[src/rtl/dpu_apb_csr.sv]
// dpu_apb_csr: APB4 completer CSR block for one DPU engine slot
// Ports:
//   PCLK, PRESET            clock, asynchronous active-high reset
//   PSEL..PSTRB             APB4 request (only PADDR[4:2] decoded)
//   PRDATA/PREADY/PSLVERR   APB response, non-zero only in the ack cycle
//   eng_go                  one-cycle job start pulse
//   eng_src/eng_dst/eng_len job descriptor (SRC_ADDR, DST_ADDR, NUM_BYTES)
//   eng_done/eng_err        engine completion pulse and its error qualifier
//   irq                     registered level interrupt IE & (DONE | ERR)
module dpu_apb_csr #(
    parameter int          P_ADDR_WIDTH = 32,
    parameter logic [31:0] P_VERSION    = 32'h2025_0610,
    parameter logic [31:0] P_LEN_MAX    = 32'h0010_0000
) (
    input  logic                    PCLK,
    input  logic                    PRESET,
    input  logic                    PSEL,
    input  logic                    PENABLE,
    input  logic [P_ADDR_WIDTH-1:0] PADDR,
    input  logic                    PWRITE,
    input  logic [31:0]             PWDATA,
    input  logic [3:0]              PSTRB,
    output logic [31:0]             PRDATA,
    output logic                    PREADY,
    output logic                    PSLVERR,
    output logic                    eng_go,
    output logic [31:0]             eng_src,
    output logic [31:0]             eng_dst,
    output logic [31:0]             eng_len,
    input  logic                    eng_done,
    input  logic                    eng_err,
    output logic                    irq
);
    // The setup phase is the IDLE cycle in which PSEL & !PENABLE is seen, so
    // one wait cycle plus the ack cycle completes a transfer in three cycles.
    typedef enum logic [1:0] {IDLE, ACCESS_WAIT, ACCESS_ACK} apb_t;
    typedef enum logic {JOB_IDLE, JOB_RUN} job_t;
    apb_t        apb_state, apb_next;
    job_t        job_state, job_next;
    logic        ie, done, err;
    logic [2:0]  off;
    logic        ack, busy, go_bit, len_ok, slverr, wr, accept, go_bad, go_busy, w1c;
    logic [31:0] mask, rdata;
    logic        unused_paddr;

    assign unused_paddr = ^{PADDR[P_ADDR_WIDTH-1:5], PADDR[1:0]};
    assign off     = PADDR[4:2];
    assign ack     = apb_state == ACCESS_ACK;
    assign busy    = job_state == JOB_RUN;
    assign go_bit  = PWRITE && off == 3'd1 && PSTRB[0] && PWDATA[0];
    assign len_ok  = eng_len != 32'd0 && eng_len[1:0] == 2'b00 && eng_len <= P_LEN_MAX;
    // GO while busy is an error response that still records ERR.
    assign slverr  = (off[2] && off[1]) || (PWRITE && off == 3'd0) ||
                     (PWRITE && busy && (off == 3'd3 || off == 3'd4 || off == 3'd5)) ||
                     (go_bit && busy);
    assign wr      = ack && PWRITE && !slverr;
    assign accept  = wr && go_bit && len_ok;
    assign go_bad  = wr && go_bit && !len_ok;
    assign go_busy = ack && go_bit && busy;
    assign w1c     = wr && off == 3'd2 && PSTRB[0];
    assign mask    = {{8{PSTRB[3]}}, {8{PSTRB[2]}}, {8{PSTRB[1]}}, {8{PSTRB[0]}}};
    assign PREADY  = ack;
    assign PSLVERR = ack && slverr;
    assign PRDATA  = (ack && !PWRITE && !slverr) ? rdata : 32'd0;

    always_comb begin
        apb_next = IDLE;
        if (apb_state == IDLE && PSEL && !PENABLE)
            apb_next = ACCESS_WAIT;
        else if (apb_state == ACCESS_WAIT)
            apb_next = ACCESS_ACK;
        job_next = job_state;
        if (busy && eng_done)
            job_next = JOB_IDLE;
        else if (accept)
            job_next = JOB_RUN;
        rdata = 32'd0;
        case (off)
            3'd0:    rdata = P_VERSION;
            3'd1:    rdata = {30'd0, ie, 1'b0};
            3'd2:    rdata = {29'd0, err, done, busy};
            3'd3:    rdata = eng_src;
            3'd4:    rdata = eng_dst;
            3'd5:    rdata = eng_len;
            default: rdata = 32'd0;
        endcase
    end

    always_ff @(posedge PCLK or posedge PRESET) begin
        if (PRESET) begin
            apb_state <= IDLE;
            job_state <= JOB_IDLE;
            eng_go    <= 1'b0;
            irq       <= 1'b0;
            ie        <= 1'b0;
            done      <= 1'b0;
            err       <= 1'b0;
            eng_src   <= 32'd0;
            eng_dst   <= 32'd0;
            eng_len   <= 32'd0;
        end else begin
            apb_state <= apb_next;
            job_state <= job_next;
            eng_go    <= accept;
            irq       <= ie && (done || err);
            if (wr && off == 3'd1 && PSTRB[0])
                ie <= PWDATA[1];
            if (wr && off == 3'd3)
                eng_src <= (eng_src & ~mask) | (PWDATA & mask);
            if (wr && off == 3'd4)
                eng_dst <= (eng_dst & ~mask) | (PWDATA & mask);
            if (wr && off == 3'd5)
                eng_len <= (eng_len & ~mask) | (PWDATA & mask);
            // Engine completion is ORed in last so it wins over a same-cycle W1C.
            done <= (busy && eng_done) || (done && !(w1c && PWDATA[1]) && !accept);
            err  <= (busy && eng_done && eng_err) || go_bad || go_busy ||
                    (err && !(w1c && PWDATA[2]) && !accept);
        end
    end
endmodule

[config.mk]
export PLATFORM = sky130hd
export DESIGN_NAME = dpu_apb_csr
export DESIGN_NICKNAME = d
export VERILOG_FILES = /design/src/rtl/dpu_apb_csr.sv
export SDC_FILE = /design/constraint.sdc
export NUM_CORES = 1
export LEC_CHECK = 0
export CAP_MARGIN = 40
export CORE_ASPECT_RATIO = 0.9
export CORE_UTILIZATION = 47
export CTS_CLUSTER_DIAMETER = 40
export DETAILED_ROUTE_END_ITERATION = 6
export GPL_ROUTABILITY_DRIVEN = 0
export PLACE_DENSITY_LB_ADDON = 0.05
export SYNTH_ARGS = -nofsm -noshare
export SYNTH_HDL_FRONTEND = slang
export SYNTH_SLANG_ARGS = --single-unit
[constraint.sdc]
create_clock -name PCLK -period 8.3 [get_ports PCLK]
set_input_delay 1.245 -clock PCLK [delete_from_list [all_inputs] [get_ports PCLK]]
set_output_delay 1.245 -clock PCLK [all_outputs]
set_load 0.005 [all_outputs]
After elaboration in Yosys (flattened, before gate mapping)
Cells that the tools add are included.
W data, S select, Z words.
{"block": "word_totals", "input_bits": 75, "wordCells": 92, "output_inout_bits": 132, "regBits": 104}
{"block": "classes", "n_eq_ne": 7, "n_mux": 6, "n_reduce_logical": 60, "n_lt_le_gt_ge": 1, "bitwise": 8}
{"op": "$pmux W32 S6", "n": 1}
{"op": "$and A32 B32 Y32", "n": 4}
{"op": "$or A32 B32 Y32", "n": 3}
{"op": "$logic_and A1 B1 Y1", "n": 38}
{"op": "$le A32 B21 Y1 const B", "n": 1}
{"op": "$mux W32", "n": 1}
{"op": "$not A32 Y32", "n": 1}
{"op": "$reduce_bool A32 Y1", "n": 1}
{"op": "$logic_or A1 B1 Y1", "n": 10}
{"op": "$logic_not A1 Y1", "n": 7}
{"op": "$eq A3 B2 Y1 const B", "n": 2}
{"op": "$eq A3 B3 Y1 const B", "n": 2}
{"op": "$logic_not A2 Y1", "n": 2}
{"op": "$mux W2", "n": 2}
{"op": "$eq A3 B1 Y1 const B", "n": 1}
{"op": "$logic_not A3 Y1", "n": 1}
{"op": "$eq A2 B1 Y1 const B", "n": 1}
{"op": "$eq A2 B2 Y1 const B", "n": 1}
{"op": "$mux W1", "n": 2}
{"op": "$reduce_bool A2 Y1", "n": 1}

Longest topological paths before layout
{"block": "logic_depth", "word_depth": 15, "ltp_mapped": 9, "ltp_nobuf": 6}

Worst setup path after synthesis
Ideal clock, no wire load.
{"block": "synth_path", "kind": "input-to-output", "from": "input PADDR[2]", "to": "output PRDATA[14]", "n_path_buf": 3, "setup_slack_ns": 4.495, "stages": 6, "arrival_ns": 2.560, "required_time_ns": 7.055, "path_cell_list": "clkbuf_8 > clkbuf_1 > buf_1 > mux2_2 > a22oi_1 > nor2_1"}
{"block": "synth_via", "elab_chain_cells": 9, "elab_cells_between_ends": 21, "classes_between": "eq/ne: 5; mux: 2; reduce/logical: 14"}
{"item": "start: declaration", "line_no": "19", "source": "input logic [P_ADDR_WIDTH-1:0] PADDR,"}
{"item": "$eq A3 B2 Y1, or another cell as far along", "line_no": "54, 78"}
{"item": "$logic_or A1 B1 Y1 or $logic_and A1 B1 Y1 (tied branches) (2 in a row)", "line_no": "54, 50"}
{"item": "$logic_and A1 B1 Y1, on equally long branches", "line_no": "54, 50"}
{"item": "$logic_or A1 B1 Y1 or $logic_and A1 B1 Y1 (tied branches)", "line_no": "53, 55"}
{"item": "$logic_or A1 B1 Y1", "line_no": "54", "source": "(PWRITE && busy && (off == 3'd3 || off == 3'd4 || off == 3'd5)) ||"}
{"item": "$logic_not A1 Y1", "line_no": "64", "source": "assign PRDATA = (ack && !PWRITE && !slverr) ? rdata : 32'd0;"}
{"item": "$logic_and A1 B1 Y1", "line_no": "64"}
{"item": "$mux W32 *", "line_no": "64"}
{"item": "end: declaration", "line_no": "23", "source": "output logic [31:0] PRDATA,"}
Every way passes the cells marked *; elsewhere a longest branch is shown, timed or not.

Worst setup path after layout
{"block": "layout_path", "from": "input PADDR[4]", "to": "output PRDATA[0]"}
Same word-level chain as after synthesis.

==> results.md <==
- GR Overflow Total: 0
- Slowest stage delay, CP: 890 ps
- Cell family with most CP delay: buffers and inverters
- Buf/Inv on CP: 4
- RSZ-0062 raised after global routing: no
- Non-Filler Instances: 739
- Crit path from: PADDR[4]
- Final worst-path cycle share: 67.13%
- Reg2reg setup slack: 6000 ps
- Top Usage Layer GRT: met2
- GR Layer Usage met3: 6.880%
- Clk sink count: 104
- Root Driver: clkbuf_16
- Latest clock arrival within the worst-skew pair: 340 ps
- CP Cell Sequence: clkdlybuf4s50_1, inv_1, nor2_2, buf_4, a221oi_1, a211oi_1, clkdlybuf4s50_1
- Crit path DAT: 4330 ps
- WP data required: 7050 ps
- HPWL Detailed: 10,250 um
- # diodes: 0
- Via count: 4,094
- Largest net degree at the start of global routing: 60
- Worst Hold Launch: apb_state[0]$_DFF_PP0_
- Critical path class: in -> out
- Switching power: 0.2955 mW
- Residual DRC count: 0
- Wire length of the first global-routing pass: 23,010 um
- Main area contributors after synthesis: dfrtp_1 (50%), mux2_2 (21%), mux2_4 (6.9%), a22oi_1 (3.4%), nor2_1 (2.7%)
- DRT antenna net count: 0
- Static Leak: 3.232 nW
- Die height: 102.2 um
- Max cap viols: 0
- Worst VDD drop: 93.14 uV
- Initial DRC Count: 252
- Routed wire length: 14,780 um
- Worst-path clk slew: 70 ps
- Fillers: 853
- Total die area: 11,580 um^2
- Worst-Margin Slew: 760.9 ps
- Post-synthesis area per instance: 12.69 um^2
- Hold Crit Class: reg -> reg
- Final hold vios: 0
- Setup Skew: 6.373 ps
- Met1 Use GR: 35.11%
- Commonest cells after routing, fill and taps aside: clkdlybuf4s50_1 (176), dfrtp_1 (104), mux2_2 (96)
- Sequential cell fraction of total power: 48.0%
- EDFF count, synth: 0
- Utilization after layout: 68.15%
- DR WL/cell: 19.99 um
- Count of pins over their slew limit: 0
- Combinational fraction of design power: 16.7%
- Syn nets: 488
- Slowest CP cell: clkdlybuf4s50_1
- Commonest non-fill, non-tap cell in the layout: clkdlybuf4s50_1
- Setup Buffers After CTS: 0
- Vias in the first global route: 4,175
- CP startpoint kind: input pin
- Sw Share: 24.86%
- Count of cell types in the netlist: 45
- Post-route cell area: 7398 um^2
- Clock network fraction of total power: 35.3%
- Sequential-to-total area share from yosys stat: 49.67%
- CTS Buf Count: 9
- Outcome: completed
- Cell Pwr Density: 160.7 nW/um^2
- Synth warn: 0
- Post-layout net count: 657
- Post-synth top area cell: dfrtp_1
- Worst-case clock buffer depth: 2
- # setup viols final: 0
- Final Power: 1.189 mW
- M2 GR Usage: 42.14%
- Ys flop type: dfrtp_1
- Critical R2R Launch: busy$_DFFE_PP0P_
- IO Pins: 207
- Area Growth Syn to Fin: 41.19%
- Post-Syn Instances: 413
- Crit path capture type: output port
- Vias per inst: 5.540
- Final setup TNS: 0 ps
- CTS resizes: 0
- Worst-path fanout max: 16
- Dpl cell area: 7108 um^2
- IO buf count: 177
- Synth top area share: 49.67%
- Minimum clock period: 5572 ps
- CTS tree: built
- Mapped cell area: 5240 um^2
- Initial antenna violation count: 0
- Asr flop ratio synth: 100.0%
- Core ar.: 10,860 um^2
- CP dominant cell by count: clkdlybuf4s50_1
- Die X: 113.3 um
- Synthesized flop and latch total: 104
- Placed insts: 723
- CTS Hold Bufs: 0
- P_int: 0.8931 mW
- GRT Total Usage: 26.25%
- Rows: 36
- Initial Util: 48.27%
- Slew headroom: 49.22%
- DRT Pass-1 Iters: 5
- Max Fclk: 179.5 MHz
- Share of layout cells above drive strength 1: 26.92%
- Htree depth: 3
cell usage after synthesis, types with 4 or more instances:
master and instances:
dfrtp_1 104, mux2_4 24, a21oi_1 18, inv_1 6, nor2_1 37, mux2_2 96
nor2b_1 11, nor4_1 7, buf_1 4, o22a_1 7, nor3_1 4, a22oi_1 24
nand3_1 4, clkbuf_1 11, nand2_1 5
final cells by class:
class                      count  area (um^2)  share of cell area [%]
clock buffer                  11        232.7                   3.146
clock inverter                 5        57.56                  0.7779
inverter                       6        25.02                  0.3382
multi-input combinational    278         2479                   33.50
sequential                   104         2603                   35.18
tap                          152        190.2                   2.571
timing repair buffer         183         1812                   24.49
per-stage QoR:
step	hold slack [ps]	setup slack [ps]
2_1_floorplan	429.5	4323
3_3_place_gp	458.2	2701
3_5_place_dp	458.8	2723
4_1_cts	478.7	2728
5_1_grt	508.2	2525
6_report	471.0	2728
metal layers:
layer,up-vias,routed length [um]
met5,-,0
met4,0,127
met3,8,909
met2,137,7071
met1,2087,6667
li1,1862,-
power groups by stage:
stage / clock [mW] / sequential, mW / combinational [mW]
after floorplan: 0 / 0.574 / 0.0860
after global placement: 0 / 0.577 / 0.197
after detailed placement: 0 / 0.579 / 0.199
final: 0.420 / 0.570 / 0.199
after global routing: 0.447 / 0.574 / 0.215
after CTS: 0.428 / 0.570 / 0.201
final timing paths:
| path | end | cells past startpoint |
|---|---|---|
| max | PRDATA[0] | 7 |
| min | apb_state[0]$_DFF_PP0_ | 1 |
| max reg2reg | flip-flop | 5 |
| min reg2reg | apb_state[0]$_DFF_PP0_ | 1 |
| max in group asynchronous | asynchronous set/reset pin | 3 |
| min in group asynchronous | asynchronous set/reset pin | 2 |
logic make-up after synthesis:
logic type             count (synthesis)  synth area share (%)
muxes                                120                 27.51
DFF                                  104                 49.67
and+or+nand+nor                       94                 10.79
AOI/OAI and AO/OA                     64                 8.907
buffers and inverters                 31                 3.128
worst register-to-register path, delay by kind of cell (launching register included):
family	cells	cell delay, ps
compound gates	1	270
mux	1	400
simple gates	3	1000
flops	1	520
Power figures use the tool's default switching activity.
